### config.mk
export PLATFORM = sky130hd
export DESIGN_NAME = cmod_s7_btn
export DESIGN_NICKNAME = d
export VERILOG_FILES = /design/src/rtl/cmod_s7_btn.sv
export SDC_FILE = /design/constraint.sdc
export NUM_CORES = 1
export LEC_CHECK = 0
export CAP_MARGIN = 20
export CORE_MARGIN = 2
export CORE_UTILIZATION = 44
export DETAILED_ROUTE_END_ITERATION = 10
export PLACE_DENSITY = 0.63
export SYNTH_ARGS = -nofsm -noshare
export SYNTH_HDL_FRONTEND = slang
export SYNTH_HIERARCHICAL = 1
export SYNTH_SLANG_ARGS = --single-unit
### constraint.sdc
create_clock -name clk -period 6.4 [get_ports clk]
set_clock_uncertainty 0.15 [all_clocks]
set_input_delay 1.28 -clock clk [delete_from_list [all_inputs] [get_ports clk]]
set_output_delay 1.28 -clock clk [all_outputs]
set_load 0.02 [all_outputs]
### src/rtl/cmod_s7_btn.sv
// Push-button front end: per-button 2-flop synchronizer, debounce, and
// registered press/release/long-press strobes.

module cmod_s7_btn_ch #(
    parameter int DB_CYC   = 10,
    parameter int HOLD_CYC = 50
) (
    input  logic clk,
    input  logic rst,
    input  logic btn_i,
    output logic btn_o,
    output logic press_o,
    output logic release_o,
    output logic hold_o
);
    localparam int DW = $clog2(DB_CYC);
    localparam int HW = $clog2(HOLD_CYC + 1);
    localparam logic [DW-1:0] DB_LAST   = DW'(DB_CYC - 1);
    localparam logic [HW-1:0] HOLD_MAX  = HW'(HOLD_CYC);
    localparam logic [HW-1:0] HOLD_LAST = HW'(HOLD_CYC - 1);

    logic          sync1_q, sync2_q;
    logic [DW-1:0] db_cnt_q, db_cnt_d;
    logic [HW-1:0] hold_cnt_q, hold_cnt_d;
    logic          btn_q, btn_d;
    logic          press_q, press_d;
    logic          release_q, release_d;
    logic          hold_q, hold_d;

    always_comb begin
        db_cnt_d  = '0;
        btn_d     = btn_q;
        press_d   = 1'b0;
        release_d = 1'b0;
        if (sync2_q != btn_q) begin
            if (db_cnt_q == DB_LAST) begin
                btn_d     = ~btn_q;
                press_d   = ~btn_q;
                release_d = btn_q;
            end else begin
                db_cnt_d = db_cnt_q + 1'b1;
            end
        end

        // Counting only while the level is 1 now and next cycle: this clears
        // on the rising edge and abandons a hold that coincides with release.
        hold_cnt_d = '0;
        hold_d     = 1'b0;
        if (btn_q && btn_d) begin
            if (hold_cnt_q != HOLD_MAX) begin
                hold_cnt_d = hold_cnt_q + 1'b1;
                hold_d     = (hold_cnt_q == HOLD_LAST);
            end else begin
                hold_cnt_d = hold_cnt_q;
            end
        end
    end

    always_ff @(posedge clk or posedge rst) begin
        if (rst) begin
            sync1_q    <= 1'b0;
            sync2_q    <= 1'b0;
            db_cnt_q   <= '0;
            hold_cnt_q <= '0;
            btn_q      <= 1'b0;
            press_q    <= 1'b0;
            release_q  <= 1'b0;
            hold_q     <= 1'b0;
        end else begin
            sync1_q    <= btn_i;
            sync2_q    <= sync1_q;
            db_cnt_q   <= db_cnt_d;
            hold_cnt_q <= hold_cnt_d;
            btn_q      <= btn_d;
            press_q    <= press_d;
            release_q  <= release_d;
            hold_q     <= hold_d;
        end
    end

    assign btn_o     = btn_q;
    assign press_o   = press_q;
    assign release_o = release_q;
    assign hold_o    = hold_q;
endmodule

module cmod_s7_btn #(
    parameter int CLK_FREQ    = 12_000_000,
    parameter int DEBOUNCE_MS = 10,
    parameter int HOLD_MS     = 1000,
    parameter int NUM_BTN     = 2
) (
    input  logic               clk,
    input  logic               rst,
    input  logic [NUM_BTN-1:0] btn_i,
    output logic [NUM_BTN-1:0] btn_o,
    output logic [NUM_BTN-1:0] press_o,
    output logic [NUM_BTN-1:0] release_o,
    output logic [NUM_BTN-1:0] hold_o
);
    localparam int DEBOUNCE_CYC = CLK_FREQ / 1000 * DEBOUNCE_MS;
    localparam int HOLD_CYC     = CLK_FREQ / 1000 * HOLD_MS;

    for (genvar g = 0; g < NUM_BTN; g++) begin : g_ch
        cmod_s7_btn_ch #(
            .DB_CYC  (DEBOUNCE_CYC),
            .HOLD_CYC(HOLD_CYC)
        ) u_ch (
            .clk      (clk),
            .rst      (rst),
            .btn_i    (btn_i[g]),
            .btn_o    (btn_o[g]),
            .press_o  (press_o[g]),
            .release_o(release_o[g]),
            .hold_o   (hold_o[g])
        );
    end
endmodule

==> report_table.html <==
<table>
<tr><th>Metric</th><th>Value</th></tr>
<tr><th colspan="2">Run status</th></tr>
<tr><td>Status</td><td>completed</td></tr>
<tr><th colspan="2">Critical path</th></tr>
<tr><td>Category of the most critical setup path</td><td>register to primary output</td></tr>
<tr><td>List of cells traversed by the critical path</td><td>clkdlybuf4s50_1</td></tr>
<tr><td>Kind of cell adding the most delay to the critical path</td><td>buffers and inverters</td></tr>
<tr><td>Endpoint type of the worst setup path</td><td>primary output</td></tr>
<tr><td>Maximum single-stage delay on the critical path</td><td>0.66 ns</td></tr>
<tr><td>Crit path arrival time</td><td>1.51 ns</td></tr>
<tr><td>Maximum net fanout on the critical path</td><td>6</td></tr>
<tr><td>WP buf/inv</td><td>1</td></tr>
<tr><td>Required time of the critical path</td><td>4.97 ns</td></tr>
<tr><td>Cell type of the slowest stage on the worst timing path</td><td>sky130_fd_sc_hd__clkdlybuf4s50_1</td></tr>
<tr><td>Kind of start point of the critical path</td><td>register</td></tr>
<tr><th colspan="2">Drt</th></tr>
<tr><td>Average vias per placed instance</td><td>5.752</td></tr>
<tr><td>Final WL</td><td>9311 µm</td></tr>
<tr><td>Number of iterations in the first detailed-routing pass</td><td>4</td></tr>
<tr><td>First DRT Iteration DRCs</td><td>229</td></tr>
<tr><td>Via count of the routed design</td><td>3572</td></tr>
<tr><td>DR DRC count</td><td>0</td></tr>
<tr><td>Routed length per instance</td><td>14.99 µm</td></tr>
<tr><td>Antenna violation net count after detailed routing</td><td>0</td></tr>
<tr><th colspan="2">Timing</th></tr>
<tr><td>Setup-failing EPs final</td><td>0</td></tr>
<tr><td>Final min period</td><td>2.942 ns</td></tr>
<tr><td>Setup repair after global routing missed its margin</td><td>false</td></tr>
<tr><td>Final-layout setup total negative slack</td><td>0 ns</td></tr>
<tr><td>Highest clock rate</td><td>339.9 MHz</td></tr>
<tr><td>Final cycle utilization of the critical path</td><td>0.4598</td></tr>
<tr><td>Relative slew slack</td><td>0.2975</td></tr>
<tr><td>Final hold vios</td><td>0</td></tr>
<tr><td>Final Slew Violations</td><td>0</td></tr>
<tr><td>Final setup margin</td><td>3.458 ns</td></tr>
<tr><td>Worst hold margin</td><td>0.2057 ns</td></tr>
<tr><td>Worst-margin pin slew</td><td>1.054 ns</td></tr>
<tr><th colspan="2">Power and ir drop</th></tr>
<tr><td>Switching power as a share of total power</td><td>0.2375</td></tr>
<tr><td>Net Sw Power</td><td>0.0002465 W</td></tr>
<tr><td>Internal power component</td><td>0.0007915 W</td></tr>
<tr><td>Clock network fraction of total power</td><td>0.392</td></tr>
<tr><td>Worst supply voltage drop on vdd</td><td>0.1223 mV</td></tr>
<tr><td>Combinational fraction of design power</td><td>0.028</td></tr>
<tr><td>Sequential power share</td><td>0.580</td></tr>
<tr><td>Pwr dens</td><td>200.5 mW/mm²</td></tr>
<tr><td>Leakage power</td><td>1.921 nW</td></tr>
<tr><th colspan="2">Min path</th></tr>
<tr><td>Path class of the lowest-slack min-delay path</td><td>register to register</td></tr>
<tr><th colspan="2">Synth</th></tr>
<tr><td>Async set-reset flop share out of synthesis</td><td>1.000</td></tr>
<tr><td>Commonest cells in the synthesized netlist</td><td>sky130_fd_sc_hd__dfrtp_1, sky130_fd_sc_hd__nor2_1, sky130_fd_sc_hd__xor2_1</td></tr>
<tr><td>Distinct cell type count of the synthesized netlist</td><td>35</td></tr>
<tr><td>Most area-consuming cells after synthesis</td><td>sky130_fd_sc_hd__dfrtp_1, sky130_fd_sc_hd__xor2_1, sky130_fd_sc_hd__nand4_1</td></tr>
<tr><td>Area share of the largest cell type after synthesis</td><td>0.4958</td></tr>
<tr><td>Synthesis warning total</td><td>6</td></tr>
<tr><td>Library cell occupying the most area in the post-synthesis netlist</td><td>sky130_fd_sc_hd__dfrtp_1</td></tr>
<tr><td>Most used DFF post-synth</td><td>sky130_fd_sc_hd__dfrtp_1</td></tr>
<tr><td>Syn Nets</td><td>480</td></tr>
<tr><td>Most frequent cell after synthesis</td><td>sky130_fd_sc_hd__dfrtp_1</td></tr>
<tr><td>Post-synthesis sequential element count</td><td>94</td></tr>
<tr><td>Post-synthesis cell area</td><td>0.004745 mm²</td></tr>
<tr><td>Average cell area after synthesis</td><td>10.09 µm²</td></tr>
<tr><td>Number of standard cells after synthesis</td><td>470</td></tr>
<tr><td>Number of enable flip-flop cells after synthesis</td><td>0</td></tr>
<tr><td>Seq/Total Area, Yosys</td><td>0.4958</td></tr>
<tr><th colspan="2">Place</th></tr>
<tr><td>Placer congestion estimate</td><td>0.8453</td></tr>
<tr><td>Cell Count Post-Placement</td><td>603</td></tr>
<tr><td>Estimated wirelength of the detail-placed design</td><td>6156 µm</td></tr>
<tr><td>DP Worst Slack</td><td>3.626 ns</td></tr>
<tr><td>Post-detailed-placement cell area</td><td>0.004935 mm²</td></tr>
<tr><td>Port Buffers</td><td>11</td></tr>
<tr><th colspan="2">Layout</th></tr>
<tr><td>Share of post-route cells with drive strength above 1</td><td>0.06598</td></tr>
<tr><td>Filler cells</td><td>971</td></tr>
<tr><td>Multi-input gate area in the final layout</td><td>0.002257 mm²</td></tr>
<tr><td>Post-route cell area</td><td>0.005177 mm²</td></tr>
<tr><td>Sequential cell area</td><td>0.002352 mm²</td></tr>
<tr><td>Area overhead of the layout relative to synthesis</td><td>9.125%</td></tr>
<tr><td>Diode insertion count for antenna repair</td><td>0</td></tr>
<tr><td>Final #Nets</td><td>490</td></tr>
<tr><td>Cell Count, Final, Fillers Out</td><td>621</td></tr>
<tr><th colspan="2">Floorplan</th></tr>
<tr><td>DIE AREA</td><td>0.01163 mm²</td></tr>
<tr><td>Cell row count</td><td>37</td></tr>
<tr><td>Area of the core region</td><td>0.01042 mm²</td></tr>
<tr><td>Height of the chip</td><td>107.8 µm</td></tr>
<tr><td>Initial cell density of the core</td><td>0.4555</td></tr>
<tr><td>Number of top-level pins</td><td>12</td></tr>
<tr><td>Die X-Extent</td><td>107.8 µm</td></tr>
<tr><th colspan="2">CTS</th></tr>
<tr><td>Inserted Clock Buffers</td><td>9</td></tr>
<tr><td>CTS Buffer Depth</td><td>2</td></tr>
<tr><td>Clock latency of the later-clocked register in the worst-skew pair</td><td>0.37 ns</td></tr>
<tr><td>Post-CTS Resized</td><td>0</td></tr>
<tr><td>Post-CTS setup repair buffer count</td><td>0</td></tr>
<tr><td>TritonCTS Sinks</td><td>94</td></tr>
<tr><td>Clock Pin Slew Worst Setup and Hold Paths</td><td>0.10 ns</td></tr>
<tr><td>Buffer type at the clock tree root</td><td>sky130_fd_sc_hd__clkbuf_8</td></tr>
<tr><td>Hold-fix buffers at CTS</td><td>0</td></tr>
<tr><td>TritonCTS clock tree</td><td>yes</td></tr>
<tr><td>Clock H-tree levels</td><td>3</td></tr>
<tr><th colspan="2">Global route</th></tr>
<tr><td>Initial antenna violation count</td><td>0</td></tr>
<tr><td>Maximum number of pins on one net before global-route repair</td><td>48</td></tr>
<tr><td>Overflow after GRT</td><td>0</td></tr>
<tr><td>First-pass GRT wire length</td><td>16460 µm</td></tr>
<tr><td>Via count of the first global-routing pass</td><td>3453</td></tr>
<tr><td>Total track usage</td><td>0.1750</td></tr>
<tr><th colspan="2">Flow run</th></tr>
<tr><td>Max Cap Violations</td><td>0</td></tr>
</table>
[routing by layer]
metal / vias up / part of all wire / GRT usage
li1: 1747 / - / -
met1: 1770 / 0.49 / 0.2430
met2: 40 / 0.47 / 0.2749
met3: 15 / 0.026 / 0.03087
met4: 0 / 0.016 / 0.06227
met5: - / 0 / 0
[final timing paths]
| path | slack [ns] | endpoint | start | depth (start not counted) |
|---|---|---|---|---|
| worst min register to register | 0.21 | g_ch[0].u_ch/sync2_q | g_ch[0].u_ch/sync1_q | 0 |
| worst max register to register | 3.62 | g_ch[0].u_ch/hold_cnt_q[0] | g_ch[0].u_ch/db_cnt_q[11] | 4 |
| worst min-delay path | 0.21 | g_ch[0].u_ch/sync2_q | g_ch[0].u_ch/sync1_q | 0 |
| min in group asynchronous | 1.04 | g_ch[0].u_ch/hold_cnt_q[18] | rst | 2 |
| max in group asynchronous | 4.58 | g_ch[1].u_ch/hold_cnt_q[14] | rst | 3 |
| worst max-delay path | 3.46 | btn_o[1] | g_ch[1].u_ch/btn_o | 1 |
[logic make-up after synthesis]
kind of cell / share of synthesized area
DFF: 0.4958
muxes: 0.004746
adders and majority gates: 0.01582
and+or+nand+nor: 0.2795
xor gates and xnor gates: 0.09230
AOI/OAI and AO/OA: 0.08333
buffers and inverters: 0.02848
[through the flow]
| stage | util | total power, W |
|---|---|---|
| 5_1_grt | 0.4971 | 0.001082 |
| 4_1_cts | 0.4932 | 0.001053 |
| 3_3_place_gp | 0.4738 | 0.0006407 |
| 2_1_floorplan | - | 0.0006321 |
| 3_5_place_dp | 0.4738 | 0.0006413 |
| 6_report | 0.4971 | 0.001038 |
[state kept, by name (all words and copies together) (netlist names)]
signal / cells
g_ch.u_ch/sync1_q: 2
g_ch.u_ch/hold_o: 2
g_ch.u_ch/press_o: 2
g_ch.u_ch/release_o: 2
g_ch.u_ch/sync2_q: 2
g_ch.u_ch/hold_cnt_q: 48
g_ch.u_ch/db_cnt_q: 34
g_ch.u_ch/btn_o: 2
[power by group through the flow]
stage,combinational [W],clock [W],sequential [W]
after floorplan,0.0000191,0,0.000613
after global placement,0.0000265,0,0.000614
after detailed placement,0.0000271,0,0.000614
after CTS,0.0000273,0.000423,0.000603
after global routing,0.0000338,0.000445,0.000604
final,0.0000289,0.000407,0.000602
[cell usage in the layout (no fill, tap or decap), types with 4 or more instances in the layout]
cell,n
sky130_fd_sc_hd__a21oi_1,28
sky130_fd_sc_hd__dfrtp_1,94
sky130_fd_sc_hd__or4b_1,8
sky130_fd_sc_hd__o21ai_0,12
sky130_fd_sc_hd__nor2_1,50
sky130_fd_sc_hd__nor3b_1,4
sky130_fd_sc_hd__and4_1,8
sky130_fd_sc_hd__and3_1,6
sky130_fd_sc_hd__nor4b_1,4
sky130_fd_sc_hd__inv_1,10
sky130_fd_sc_hd__ha_1,6
sky130_fd_sc_hd__clkdlybuf4s50_1,11
sky130_fd_sc_hd__or4_4,4
sky130_fd_sc_hd__nor4_1,10
sky130_fd_sc_hd__nand2_1,20
sky130_fd_sc_hd__xnor2_1,14
sky130_fd_sc_hd__or4_1,18
sky130_fd_sc_hd__nand4_1,30
sky130_fd_sc_hd__nor3_1,8
sky130_fd_sc_hd__clkbuf_8,9
sky130_fd_sc_hd__o31ai_1,16
sky130_fd_sc_hd__nand2b_1,4
sky130_fd_sc_hd__nand3_1,32
sky130_fd_sc_hd__and2_1,4
sky130_fd_sc_hd__or3_1,14
sky130_fd_sc_hd__xor2_1,36
[final cells by class]
class                      count  share of cell area
timing repair buffer          13             0.02900
multi-input combinational    350              0.4360
clock buffer                   9             0.02392
clock inverter                 7             0.01522
inverter                      12            0.008700
sequential                    94              0.4543
tap                          136             0.03287
(Power assumes the default switching activity.)
